`src/rtl/ptcalc_mul_arbiter_if.sv`:
```
// Request/response bundle for the shared multiplier arbiter.
// master drives requests and consumes responses; slave is the arbiter.
interface ptcalc_mul_arbiter_if #(
    parameter int NUM_REQ = 4,
    parameter int ID_W    = 2
);
    logic [NUM_REQ-1:0]    req_valid;
    logic [NUM_REQ-1:0]    req_ready;
    logic [NUM_REQ*16-1:0] req_a;
    logic [NUM_REQ*16-1:0] req_b;
    logic                  rsp_valid;
    logic                  rsp_ready;
    logic [ID_W-1:0]       rsp_id;
    logic [30:0]           rsp_p;

    modport master (
        output req_valid, req_a, req_b, rsp_ready,
        input  req_ready, rsp_valid, rsp_id, rsp_p
    );

    modport slave (
        input  req_valid, req_a, req_b, rsp_ready,
        output req_ready, rsp_valid, rsp_id, rsp_p
    );
endinterface

```
`src/rtl/ptcalc_mul_arbiter.sv`:
```
// Round-robin time-sharing of one external 16x16 multiplier:
// operand register (S1), product register (S2), tagged response.
module ptcalc_mul_arbiter #(
    parameter int NUM_REQ = 4,
    parameter int ID_W    = 2
) (
    input  logic        ap_clk,
    input  logic        ap_rst_n,
    ptcalc_mul_arbiter_if.slave bus,
    output logic [15:0] mul_din0,
    output logic [15:0] mul_din1,
    input  logic [30:0] mul_dout,
    output logic        busy
);
    logic              r_s1_vld;
    logic              r_s2_vld;
    logic [15:0]       r_a;
    logic [15:0]       r_b;
    logic [ID_W-1:0]   r_s1_id;
    logic [ID_W-1:0]   r_s2_id;
    logic [30:0]       r_p;
    logic [ID_W-1:0]   r_ptr;

    logic                 w_s2_adv;
    logic                 w_s1_take;
    logic [2*NUM_REQ-1:0] w_rot;
    logic                 w_found;
    logic [ID_W-1:0]      w_gnt;
    logic [ID_W-1:0]      w_nxt;
    logic [NUM_REQ-1:0]   w_ready;
    logic                 w_acc;
    logic [15:0]          w_a;
    logic [15:0]          w_b;

    assign w_s2_adv  = !r_s2_vld || bus.rsp_ready;
    assign w_s1_take = !r_s1_vld || w_s2_adv;

    // Rotate so bit k of w_rot is requester (r_ptr + k) mod NUM_REQ.
    assign w_rot = {bus.req_valid, bus.req_valid} >> r_ptr;

    always_comb begin
        w_found = 1'b0;
        w_gnt   = '0;
        for (int k = 0; k < NUM_REQ; k++) begin
            if (!w_found && w_rot[k]) begin
                w_found = 1'b1;
                w_gnt   = ID_W'((int'(r_ptr) + k) % NUM_REQ);
            end
        end
    end

    assign w_nxt = ID_W'((int'(w_gnt) + 1) % NUM_REQ);

    always_comb begin
        w_ready = '0;
        w_a     = '0;
        w_b     = '0;
        for (int i = 0; i < NUM_REQ; i++) begin
            if (w_gnt == ID_W'(i)) begin
                w_ready[i] = w_found && w_s1_take && ap_rst_n;
                w_a        = bus.req_a[i*16 +: 16];
                w_b        = bus.req_b[i*16 +: 16];
            end
        end
    end

    assign w_acc = |w_ready;

    always_ff @(posedge ap_clk or negedge ap_rst_n) begin
        if (!ap_rst_n) begin
            r_s1_vld <= 1'b0;
            r_s2_vld <= 1'b0;
            r_a      <= '0;
            r_b      <= '0;
            r_s1_id  <= '0;
            r_s2_id  <= '0;
            r_p      <= '0;
            r_ptr    <= '0;
        end else begin
            if (w_s1_take) begin
                r_s1_vld <= w_acc;
                if (w_acc) begin
                    r_a     <= w_a;
                    r_b     <= w_b;
                    r_s1_id <= w_gnt;
                    r_ptr   <= w_nxt;
                end
            end
            if (w_s2_adv) begin
                r_s2_vld <= r_s1_vld;
                r_p      <= mul_dout;
                r_s2_id  <= r_s1_id;
            end
        end
    end

    assign bus.req_ready = w_ready;
    assign bus.rsp_valid = r_s2_vld;
    assign bus.rsp_id    = r_s2_id;
    assign bus.rsp_p     = r_p;
    assign mul_din0      = r_a;
    assign mul_din1      = r_b;
    assign busy          = r_s1_vld || r_s2_vld;
endmodule

```
`src/flat_wrapper.sv`:
```
// flat-port wrapper written by rule: the top's interface ports become plain ports
module ptcalc_mul_arbiter_flat 
#(
    parameter int NUM_REQ = 4,
    parameter int ID_W    = 2
)
  (ap_clk, ap_rst_n, mul_din0, mul_din1, mul_dout, busy, bus_req_valid, bus_req_a, bus_req_b, bus_rsp_ready, bus_req_ready, bus_rsp_valid, bus_rsp_id, bus_rsp_p);
  ptcalc_mul_arbiter_if #(.NUM_REQ(NUM_REQ), .ID_W(ID_W)) bus_i ();
  input  logic ap_clk;
  input  logic ap_rst_n;
  output logic [15:0] mul_din0;
  output logic [15:0] mul_din1;
  input  logic [30:0] mul_dout;
  output logic busy;
  input wire logic [$bits(bus_i.req_valid)-1:0] bus_req_valid;
  input wire logic [$bits(bus_i.req_a)-1:0] bus_req_a;
  input wire logic [$bits(bus_i.req_b)-1:0] bus_req_b;
  input wire logic [$bits(bus_i.rsp_ready)-1:0] bus_rsp_ready;
  output wire logic [$bits(bus_i.req_ready)-1:0] bus_req_ready;
  output wire logic [$bits(bus_i.rsp_valid)-1:0] bus_rsp_valid;
  output wire logic [$bits(bus_i.rsp_id)-1:0] bus_rsp_id;
  output wire logic [$bits(bus_i.rsp_p)-1:0] bus_rsp_p;
  assign bus_i.req_valid = bus_req_valid;
  assign bus_i.req_a = bus_req_a;
  assign bus_i.req_b = bus_req_b;
  assign bus_i.rsp_ready = bus_rsp_ready;
  assign bus_req_ready = bus_i.req_ready;
  assign bus_rsp_valid = bus_i.rsp_valid;
  assign bus_rsp_id = bus_i.rsp_id;
  assign bus_rsp_p = bus_i.rsp_p;
  ptcalc_mul_arbiter #(.NUM_REQ(NUM_REQ), .ID_W(ID_W)) u_core (.ap_clk(ap_clk), .ap_rst_n(ap_rst_n), .bus(bus_i), .mul_din0(mul_din0), .mul_din1(mul_din1), .mul_dout(mul_dout), .busy(busy));
endmodule
```
`config.mk`:
```
export PLATFORM = sky130hd
export DESIGN_NAME = ptcalc_mul_arbiter_flat
export DESIGN_NICKNAME = d
export VERILOG_FILES = /design/src/rtl/ptcalc_mul_arbiter_if.sv /design/src/rtl/ptcalc_mul_arbiter.sv /design/src/flat_wrapper.sv
export SDC_FILE = /design/constraint.sdc
export NUM_CORES = 1
export LEC_CHECK = 0
export ABC_AREA = 1
export ABC_CLOCK_PERIOD_IN_PS = 5400
export BUFFER_PORTS_ARGS = -buffer_cell sky130_fd_sc_hd__buf_2
export CORE_UTILIZATION = 49
export DETAILED_ROUTE_END_ITERATION = 12
export PLACE_DENSITY = 0.9
export SYNTH_ARGS = -nofsm -noshare
export SYNTH_HDL_FRONTEND = slang
export SYNTH_SLANG_ARGS = --single-unit
```
`constraint.sdc`:
```
create_clock -name ap_clk -period 5.4 [get_ports ap_clk]
set_clock_uncertainty 0.05 [all_clocks]
set_input_delay 0.27 -clock ap_clk [delete_from_list [all_inputs] [get_ports ap_clk]]
set_output_delay 0.27 -clock ap_clk [all_outputs]
set_load 0.01 [all_outputs]
```
After elaboration in Yosys (flattened, before gate mapping):

Cells that the tools add are included.

* word-level logic and storage cells: 52
* output and inout port bits: 71
* input bits: 166
* flip-flop bits (word level): 71

* reduce and logical (&&, ||, !) cells: 16
* mux-type cells: 20
* shift-type cells: 1
* eq/ne operators: 3
* $add $sub $neg: 4

Operators with widths (count)
* 16-bit two-way mux: 8
* 1-bit two-way mux: 8
* 2-bit two-way mux: 4
* 8-bit by 2-bit >> shifter with 4-bit output: 1
* 1-bit logical AND: 5
* 1-bit logical NOT: 5
* 2-bit by 1-bit adder with 2-bit output, second input constant: 2
* 2-bit adder, second input constant: 2
* 2-bit == test, second input constant: 2
* 4-bit OR reduction: 1
* 1-bit logical OR: 3
* 2-bit by 1-bit == test with 1-bit output, second input constant: 1
* 2-bit logical NOT: 1
* 2-bit AND reduction: 1

Longest topological paths before layout:

Gate-level depths: netlist of the first run.

* depth in word-level cells: 16
* gate-level depth with buffers: 22
* gate-level depth less buffers: 19

Worst setup path after synthesis of the first run:

Ideal clock, no wire load.

* path type: reg2reg
* start point: register u_core.r_ptr[0]
* end point: register u_core.r_a[2], in the netlist u_core.mul_din0[2]
* period minus slack after synthesis: 2.830 ns
* arrival: 2.715 ns
* stages on the path, launching flop included: 21
* slack: 2.570 ns
* setup time: 0.065 ns
* cells stage by stage: dfrtp_1 buf_6 inv_4 nand2_1 nand3_1 nand2_2 nor2_2 nand2_1 nand4_4 buf_2 inv_1 ha_1 clkbuf_1 nor2_1 clkbuf_1 a22oi_1 o21ai_0 nand2_1 nand2_1 nand2_1 nand2_1

* word-level cells in the longest chain between the ends: 16
* elaborated cells on any way between the ends: 34
* those cells by class: 3 x add/sub; 3 x eq/ne; 1 x shift; 16 x mux; 11 x reduce/logical

RTL lines
* start: declaration: RTL line ptcalc_mul_arbiter.sv:22 `logic [ID_W-1:0] r_ptr;`
* start signal: assignment: RTL line ptcalc_mul_arbiter.sv:86 `r_ptr <= w_nxt;`
* 8-bit by 2-bit >> shifter with 4-bit output: RTL line ptcalc_mul_arbiter.sv:39 `assign w_rot = {bus.req_valid, bus.req_valid} >> r_ptr;`
* 1-bit two-way mux: RTL line ptcalc_mul_arbiter.sv:45 `if (!w_found && w_rot[k]) begin`
* 1-bit logical NOT: RTL line ptcalc_mul_arbiter.sv:45
* 1-bit logical AND: RTL line ptcalc_mul_arbiter.sv:45
* 1-bit two-way mux: RTL line ptcalc_mul_arbiter.sv:45
* 1-bit logical NOT: RTL line ptcalc_mul_arbiter.sv:45
* 1-bit logical AND: RTL line ptcalc_mul_arbiter.sv:45
* 1-bit two-way mux: RTL line ptcalc_mul_arbiter.sv:45
* 1-bit logical NOT: RTL line ptcalc_mul_arbiter.sv:45
* 1-bit logical AND: RTL line ptcalc_mul_arbiter.sv:45
* 2-bit two-way mux *: RTL line ptcalc_mul_arbiter.sv:45
* net u_core.w_gnt[1]: RTL line ptcalc_mul_arbiter.sv:28 `logic [ID_W-1:0] w_gnt;`
* 2-bit logical NOT: RTL line ptcalc_mul_arbiter.sv:59 `if (w_gnt == ID_W'(i)) begin`
* 16-bit two-way mux (4 in series): RTL line ptcalc_mul_arbiter.sv:59
* end signal: assignment: RTL line ptcalc_mul_arbiter.sv:83 `r_a <= w_a;`
* end: declaration: RTL line ptcalc_mul_arbiter.sv:17 `logic [15:0] r_a;`

The timed path passes the listed nets; every way through them passes the cells marked *.
A chain may end at the register's enable or synchronous reset.

Worst setup path in the final report of the first run:

* start point: register u_core.r_ptr[0]
* end point: register u_core.r_a[9], in the netlist u_core.mul_din0[9]

* word-level cells in the longest chain between the ends: 16
* elaborated cells on any way between the ends: 34
* those cells by class: 3 x add/sub; 3 x eq/ne; 1 x shift; 16 x mux; 11 x reduce/logical

RTL lines (RTL line)
* 8-bit by 2-bit >> shifter with 4-bit output: ptcalc_mul_arbiter.sv:39
* 1-bit two-way mux: ptcalc_mul_arbiter.sv:45
* 1-bit logical NOT: ptcalc_mul_arbiter.sv:45
* 1-bit logical AND: ptcalc_mul_arbiter.sv:45
* 1-bit two-way mux: ptcalc_mul_arbiter.sv:45
* 1-bit logical NOT: ptcalc_mul_arbiter.sv:45
* 1-bit logical AND: ptcalc_mul_arbiter.sv:45
* 1-bit two-way mux: ptcalc_mul_arbiter.sv:45
* 1-bit logical NOT: ptcalc_mul_arbiter.sv:45
* 1-bit logical AND: ptcalc_mul_arbiter.sv:45
* 2-bit two-way mux or 1-bit two-way mux (tied branches): ptcalc_mul_arbiter.sv:45
* 2-bit logical NOT or 1-bit logical AND (tied branches): ptcalc_mul_arbiter.sv:59, ptcalc_mul_arbiter.sv:60
* 16-bit two-way mux or 1-bit logical AND (tied branches): ptcalc_mul_arbiter.sv:59, ptcalc_mul_arbiter.sv:60
* 16-bit two-way mux or 1-bit two-way mux (tied branches): ptcalc_mul_arbiter.sv:59
* 16-bit two-way mux or 4-bit OR reduction (tied branches): ptcalc_mul_arbiter.sv:59, ptcalc_mul_arbiter.sv:67
* 16-bit two-way mux or 2-bit AND reduction (tied branches)

Several ways; a longest one is shown, not always the timed one.

==> out/qor.csv, run 1 <==
stage,metric,value,unit
routing,Routed WL,12600,um
cts,Clock Sinks,71,
final_layout,Final Non-Filler Cells,905,
global_route,initial antenna violation count,0,
cts,CTS tree,yes,
sta,Tcrit/Tclk final,76.4,%
pwr,power share of the clock group,10.7,%
yosys,Synth Net Count,755,
floorplanning,Die Span X,95.1,um
cts,post_cts resized,0,
critical_path,CP required,5.62,ns
routing,DRT iter0 DRCs,206,
floorplanning,Die Y-Extent,95.1,um
floorplanning,num ports,237,
cts,clock latency on the worst-skew pair,0.34,ns
pwr,Leak,3.21,nW
pwr,total power,0.00392,W
routing,DR DRC count,0,
critical_path,Critical Path AT,4.35,ns
pwr,switching power total,0.00209,W
routing,drt wl/cell,14.0,um
final_layout,area of the multi-input gates,2160,um2
critical_path,Worst setup EP type,flop,
yosys,"FF+latch count, synth",71,
sta,sum of negative setup slack,0,ns
sta,f_max,0.242,GHz
outcome,status,"complete, but fails checks",
floorplanning,Starting Density,51.1,%
cts,Hold Buf Count CTS,0,
floorplanning,row count,33,
yosys,Synth warnings,0,
placed_design,# port buffers,236,
sta,final hold slack,-0.0159,ns
sta,Tmin final,4.13,ns
cts,CTS buffer count,9,
pwr,Max IR drop VDD,438,uV
placed_design,placed cell count,889,
critical_path,critical-path maximum fanout,37,
global_route,GRT Total Usage,27.6,%
final_layout,nets,964,
cts,Worst-path clk slew,0.08,ns
critical_path,crit start category,flop,
floorplanning,core box area,8300,um2
pwr,Combinational Power Share,67.2,%
yosys,Mean Syn Cell Area,7.24,um2
routing,Routed Antenna Nets,0,
floorplanning,Die Footprint,9040,um2
min_path,Hold Crit Class,input port to asynchronous set/reset pin,
final_layout,FILL cells,708,
critical_path,WS Path Type,flop to flop,
job,maxcap violations,0,
final_layout,FF/Latch Area,1780,um2
final_layout,number of diodes,0,
pwr,Switching Share,53.2,%
final_layout,layout cells sized above 1,35.8,%
placed_design,placer congestion estimate,0.828,
routing,DRT Pass-1 Iters,6,
critical_path,worst reg2reg setup slack,1.27,ns
cts,Root Buffer,clkbuf_8,
final_layout,fin util,66.9,%
global_route,first-pass GRT wire length,19300,um
sta,max-slew violations,0,
pwr,total power per unit cell area,707,nW/um2
yosys,Gate Count Post-Synth,586,
pwr,internal cell power,0.00184,W
global_route,largest net degree at the start of global routing,73,
sta,Final Hold Vio Count,12,
placed_design,DP HPWL,9240,um
cts,CTS H-tree lvls,3,
routing,vias per std cell,5.26,
routing,DR vias,4762,
global_route,vias in the first global route,4232,
cts,maximum clock insertion buffer count,2,
final_layout,Area Growth Syn to Fin,30.7,%
yosys,post-synthesis sequential area ratio,41.9,%
sta,final setup vio count,0,
sta,slew of the pin with the lowest slew margin,1.32,ns
pwr,Seq pwr share,22.1,%
cts,setup bufs post-CTS,0,
yosys,Post-Syn Area,4240,um2
sta,Slew HR,11.7,%
sta,RSZ-0062 raised after global routing,no,
yosys,Yosys cell types,26,
global_route,Congestion Overflow GR,0,
outcome,failing checks,negative hold slack,
==> critical path, stage by stage (launching register included) <==
cell	delay, ns
dfrtp_1	0.60
nand2_1	0.19
nand2_4	0.14
nand2_4	0.07
nand2_2	0.09
nor2_2	0.05
nand2_1	0.09
nand4_4	0.48
inv_1	0.24
ha_1	0.25
inv_1	0.09
nor2_2	0.99
a22oi_1	0.21
o21ai_0	0.22
nand2_1	0.07
nand2_1	0.09
nand2_1	0.05
nand2_1	0.07
==> kinds of logic after synthesis <==
| family | synth area share [%] |
|---|---|
| buffers and inverters | 7.28 |
| and+or+nand+nor | 39.5 |
| xor gates and xnor gates | 0.206 |
| DFF | 41.9 |
| AOI/OAI and AO/OA | 10.3 |
| adders and majority gates | 0.885 |
==> area by class of cell <==
cell class	instances	area share, %
inverter	17	1.20
tap	105	2.37
timing repair buffer	240	21.9
multi-input combinational	456	39.0
clock buffer	10	2.30
clock inverter	6	1.26
sequential	71	32.0
==> placed cells by master, fill, tap and decap left out, drive strengths merged <==
cell      instances
bufinv            1
nand3            73
nand4             5
o21ai            34
dfrtp            71
ha                3
xnor2             1
clkbuf           10
clkinvlp          3
buf             240
o31ai             1
nand2           299
nor2              8
inv              17
clkinv            2
a22oi            32
==> stage by stage <==
step | setup slack [ns] | hold slack (ns) | cell area, um2
6_report | 1.27 | -0.0159 | 5550
5_1_grt | 0.827 | 0.0589 | 5550
4_1_cts | 1.37 | 0.0205 | 5550
3_5_place_dp | 1.39 | 0.397 | 5350
3_3_place_gp | 1.67 | 0.385 | 5350
2_1_floorplan | 2.57 | -0.0756 | 4240
==> cells in the mapped netlist <==
| cell | count | area (um2) |
|---|---|---|
| nand2_4 | 4 | 45.0 |
| dfrtp_1 | 71 | 1780 |
| nand3_2 | 10 | 100 |
| nand3_1 | 62 | 310 |
| o21ai_0 | 32 | 160 |
| nor2_1 | 5 | 18.8 |
| clkbuf_1 | 20 | 75.1 |
| inv_4 | 1 | 6.26 |
| buf_4 | 8 | 60.1 |
| o31ai_4 | 1 | 21.3 |
| o21ai_1 | 1 | 5.00 |
| nand4_1 | 4 | 25.0 |
| nand4_4 | 1 | 21.3 |
| a22oi_1 | 32 | 240 |
| inv_2 | 2 | 7.51 |
| ha_1 | 3 | 37.5 |
| buf_6 | 6 | 67.6 |
| nand2_2 | 5 | 31.3 |
| buf_2 | 8 | 40.0 |
| xnor2_1 | 1 | 8.76 |
| clkinv_1 | 1 | 3.75 |
| nand3_4 | 1 | 17.5 |
| inv_1 | 13 | 48.8 |
| nand2_1 | 290 | 1090 |
| o21ai_2 | 1 | 8.76 |
| nor2_2 | 3 | 18.8 |
==> routing by layer <==
metal	global-route usage [%]	wire length (um)
met1	30.9	4810
met2	50.4	6590
met5	0	0
met3	6.86	912
met4	9.85	342
==> power by group through the flow <==
stage	combinational, W	clock [W]	sequential [W]
2_1_floorplan	0.00200	0	0.000931
3_3_place_gp	0.00251	0	0.000863
3_5_place_dp	0.00262	0	0.000873
4_1_cts	0.00262	0.000432	0.000865
5_1_grt	0.00298	0.000462	0.000887
6_report	0.00264	0.000421	0.000867
==> final timing paths <==
path | start | end | depth (start not counted)
worst max-delay path | u_core.r_ptr[0]$_DFFE_PN0P_ | u_core.mul_din0[9]$_DFFE_PN0P_ | 17
worst min-delay path | ap_rst_n | u_core.bus.rsp_p[2]$_DFFE_PN0P_ | 1
worst max register to register | u_core.r_ptr[0]$_DFFE_PN0P_ | u_core.mul_din0[9]$_DFFE_PN0P_ | 17
worst min register to register | u_core.bus.rsp_p[0]$_DFFE_PN0P_ | u_core.bus.rsp_p[0]$_DFFE_PN0P_ | 2
max in group asynchronous | ap_rst_n | u_core.mul_din1[7]$_DFFE_PN0P_ | 1
min in group ap_clk | mul_dout[5] | u_core.bus.rsp_p[5]$_DFFE_PN0P_ | 3
==> registers in the layout, summed over array words and instances, names as in the netlist <==
| name | count |
|---|---|
| u_core.bus.rsp_valid | 1 |
| u_core.mul_din1 | 16 |
| u_core.mul_din0 | 16 |
| u_core.r_s1_vld | 1 |
| u_core.r_ptr | 2 |
| u_core.r_s1_id | 2 |
| u_core.bus.rsp_id | 2 |
| u_core.bus.rsp_p | 31 |
(Power assumes the default switching activity.)
==> run 2: changes to the inputs <==
--- a/config.mk
+++ b/config.mk
@@ -6,11 +6,11 @@
 export NUM_CORES = 1
 export LEC_CHECK = 0
 export ABC_AREA = 1
-export ABC_CLOCK_PERIOD_IN_PS = 5400
+export ABC_CLOCK_PERIOD_IN_PS = 4100
 export BUFFER_PORTS_ARGS = -buffer_cell sky130_fd_sc_hd__buf_2
-export CORE_UTILIZATION = 49
+export CORE_UTILIZATION = 45
 export DETAILED_ROUTE_END_ITERATION = 12
-export PLACE_DENSITY = 0.9
+export PLACE_DENSITY = 0.84
 export SYNTH_ARGS = -nofsm -noshare
 export SYNTH_HDL_FRONTEND = slang
 export SYNTH_SLANG_ARGS = --single-unit
==> constraint.sdc (replaced) <==
create_clock -name ap_clk -period 4.1 [get_ports ap_clk]
set_clock_uncertainty 0.05 [all_clocks]
set_input_delay 0.205 -clock ap_clk [delete_from_list [all_inputs] [get_ports ap_clk]]
set_output_delay 0.205 -clock ap_clk [all_outputs]
set_load 0.01 [all_outputs]
==> run 2 against run 1 <==
Compared with the run above: the flow now finishes without violations; global-route usage down 1.6 points; cell area up 2.1%; non-clock buffer count up 9; die area up 8.7%; routed wire length up 0.82%; power up 33%; cell count up 1.7%; via count down 2.2%; count of clock-buffer cells in the layout unchanged; sequential share of layout area down 0.64 points; critical path depth down 5; hold slack better by 0.027 ns; largest cell class unchanged.
==> out/qor.csv, run 2 (synthesis results as in run 1) <==
stage,metric,value,unit,change
outcome,status,"finished, final reports clean",,
cts,Clock Sinks,71,,unchanged
floorplanning,core box area,9200,um2,+11%
global_route,GR peak layer,met2,,
job,maxcap violations,0,,unchanged
pwr,Leak,3.27,nW,+1.8%
final_layout,"commonest non-fill, non-tap cell in the layout",nand2_1,,
sta,RSZ-0062 raised after global routing,no,,
final_layout,Area Growth Syn to Fin,33.4,%,
critical_path,"Buf+Inv Stages, Crit Path",5,,+3
floorplanning,Die Y-Extent,99.1,um,+4.3%
floorplanning,Starting Density,46.1,%,-5.0 points
global_route,GR Util met3,5.34,%,-1.5 points
routing,DRT Pass-1 Iters,5,,-1
placed_design,DP HPWL,9080,um,-1.7%
floorplanning,Die Span X,99.1,um,+4.3%
critical_path,CP required,3.85,ns,-1.77 ns
final_layout,FILL cells,900,,+27%
global_route,vias in the first global route,4244,,+0.28%
final_layout,number of diodes,0,,unchanged
final_layout,nets,973,,+0.93%
critical_path,critical-path maximum fanout,36,,-2.7%
placed_design,DP Worst Slack,0.829,ns,-0.561 ns
global_route,met1 GRT Util,30.1,%,-0.83 points
sta,f_max,0.275,GHz,
final_layout,area of the multi-input gates,2160,um2,unchanged
global_route,M2 GR Usage,48.7,%,-1.7 points
critical_path,"delay-heaviest family, CP",buffers and inverters,,
sta,Slew HR,40.0,%,+28 points
routing,vias per std cell,5.06,,-3.8%
routing,DR vias,4656,,-2.2%
floorplanning,num ports,237,,unchanged
critical_path,WS Path Type,flop to output pin,,
floorplanning,Die Footprint,9820,um2,+8.7%
sta,Final Hold Vio Count,0,,-12
cts,CTS H-tree lvls,3,,unchanged
cts,CTS buffer count,9,,unchanged
critical_path,critical path's slowest cell,ha_2,,
critical_path,crit start category,flop,,
final_layout,"commonest cells after routing, fill and taps aside","nand2_1, buf_2, dfrtp_1",,
placed_design,placer congestion estimate,0.853,,+3.1%
routing,DRT iter0 DRCs,166,,-19%
final_layout,layout cells sized above 1,35.7,%,about the same
sta,slew of the pin with the lowest slew margin,0.895,ns,-0.429 ns
sta,max-slew violations,0,,unchanged
sta,final setup vio count,0,,unchanged
sta,sum of negative setup slack,0,ns,unchanged
min_path,Hold Crit Class,input port to flop,,
final_layout,Largest register FFs,31,,unchanged
critical_path,Critical Path AT,3.38,ns,-0.97 ns
routing,Routed Antenna Nets,0,,unchanged
cts,Worst-path clk slew,0.08,ns,about the same
placed_design,# port buffers,236,,unchanged
global_route,Congestion Overflow GR,0,,unchanged
global_route,first-pass GRT wire length,20100,um,+4.0%
cts,CTS tree,yes,,
global_route,initial antenna violation count,0,,unchanged
cts,clock latency on the worst-skew pair,0.34,ns,about the same
critical_path,cell mode on critical path,buf_4,,
routing,Routed WL,12800,um,+0.82%
pwr,Max IR drop VDD,649,uV,+48%
cts,Root Buffer,clkbuf_8,,
pwr,total power per unit cell area,924,nW/um2,+31%
critical_path,"Cell Chain, Critical Path",inv_4 -> nand2_1 -> nand3_1 -> nand2_2 -> nand4_1 -> nand4_4 -> buf_4 -> ha_2 -> buf_4 -> inv_1 -> nor2_1 -> buf_2,,
sta,setup slack after layout,0.468,ns,-0.805 ns
final_layout,FF/Latch Area,1780,um2,unchanged
routing,DR DRC count,0,,unchanged
critical_path,Worst setup EP type,output pin,,
floorplanning,row count,35,,+6.1%
cts,setup bufs post-CTS,0,,unchanged
cts,Hold Buf Count CTS,6,,+6
sta,Tcrit/Tclk final,88.6,%,
cts,post_cts resized,0,,unchanged
routing,drt wl/cell,13.9,um,-0.82%
critical_path,max incr delay on CP,0.63,ns,-0.36 ns
global_route,GRT Total Usage,26.0,%,-1.6 points
global_route,largest net degree at the start of global routing,72,,-1.4%
cts,maximum clock insertion buffer count,2,,unchanged
sta,Tmin final,3.63,ns,
run 2: final timing paths:
kind                                                 start                               end  slack (ns)  depth (start not counted)
setup / recovery               u_core.r_ptr[0]$_DFFE_PN0P_                  bus_req_ready[2]        0.47                         12
hold / removal                                mul_dout[15]  u_core.bus.rsp_p[15]$_DFFE_PN0P_        0.01                          3
setup reg to reg               u_core.r_ptr[0]$_DFFE_PN0P_   u_core.mul_din1[10]$_DFFE_PN0P_        0.78                         15
hold reg to reg            u_core.bus.rsp_p[9]$_DFFE_PN0P_   u_core.bus.rsp_p[9]$_DFFE_PN0P_        0.43                          2
max in group asynchronous                         ap_rst_n   u_core.mul_din1[10]$_DFFE_PN0P_        3.40                          2
min in group asynchronous                         ap_rst_n     u_core.r_s1_id[1]$_DFFE_PN0P_        0.03                          2
run 2: layer usage:
layer | part of all wire [%] | vias up
met5 | 0 | -
met4 | 1.4 | 0
met3 | 7.5 | 18
met2 | 51 | 195
met1 | 40 | 2107
li1 | - | 2336
run 2: stage by stage:
stage          area [um2]  utilization (%)  hold WS (ns)  instances  total power (W)
3_5_place_dp         5380             58.5         0.352        898          0.00461
5_1_grt              5660             61.6        0.0106        920          0.00581
6_report             5660             61.6        0.0109        920          0.00524
2_1_floorplan        4240                -        -0.141        586          0.00387
4_1_cts              5660             61.6      0.000913        920          0.00525
3_3_place_gp         5380             58.5         0.351        898          0.00456
run 2: cell type report:
class	instances	area share (%)
Sequential cell	71	31.4
Inverter	17	1.17
Tap cell	111	2.45
Clock buffer	10	2.25
Clock inverter	6	1.66
Multi-Input combinational cell	456	38.2
Timing Repair Buffer	249	22.9
run 2: power breakdown:
group | switching (W) | leakage [nW] | internal [W] | total (W)
combinational | 0.00228 | 2.28 | 0.00119 | 0.00347
sequential | 0.000161 | 0.883 | 0.000978 | 0.00114
clock | 0.000280 | 0.107 | 0.000347 | 0.000628
total | 0.00273 | 3.27 | 0.00251 | 0.00524
run 2: worst min-delay path, stage by stage:
cell and delay [ns]:
buf_2 0.08, nand2_1 0.04, nand2_1 0.05
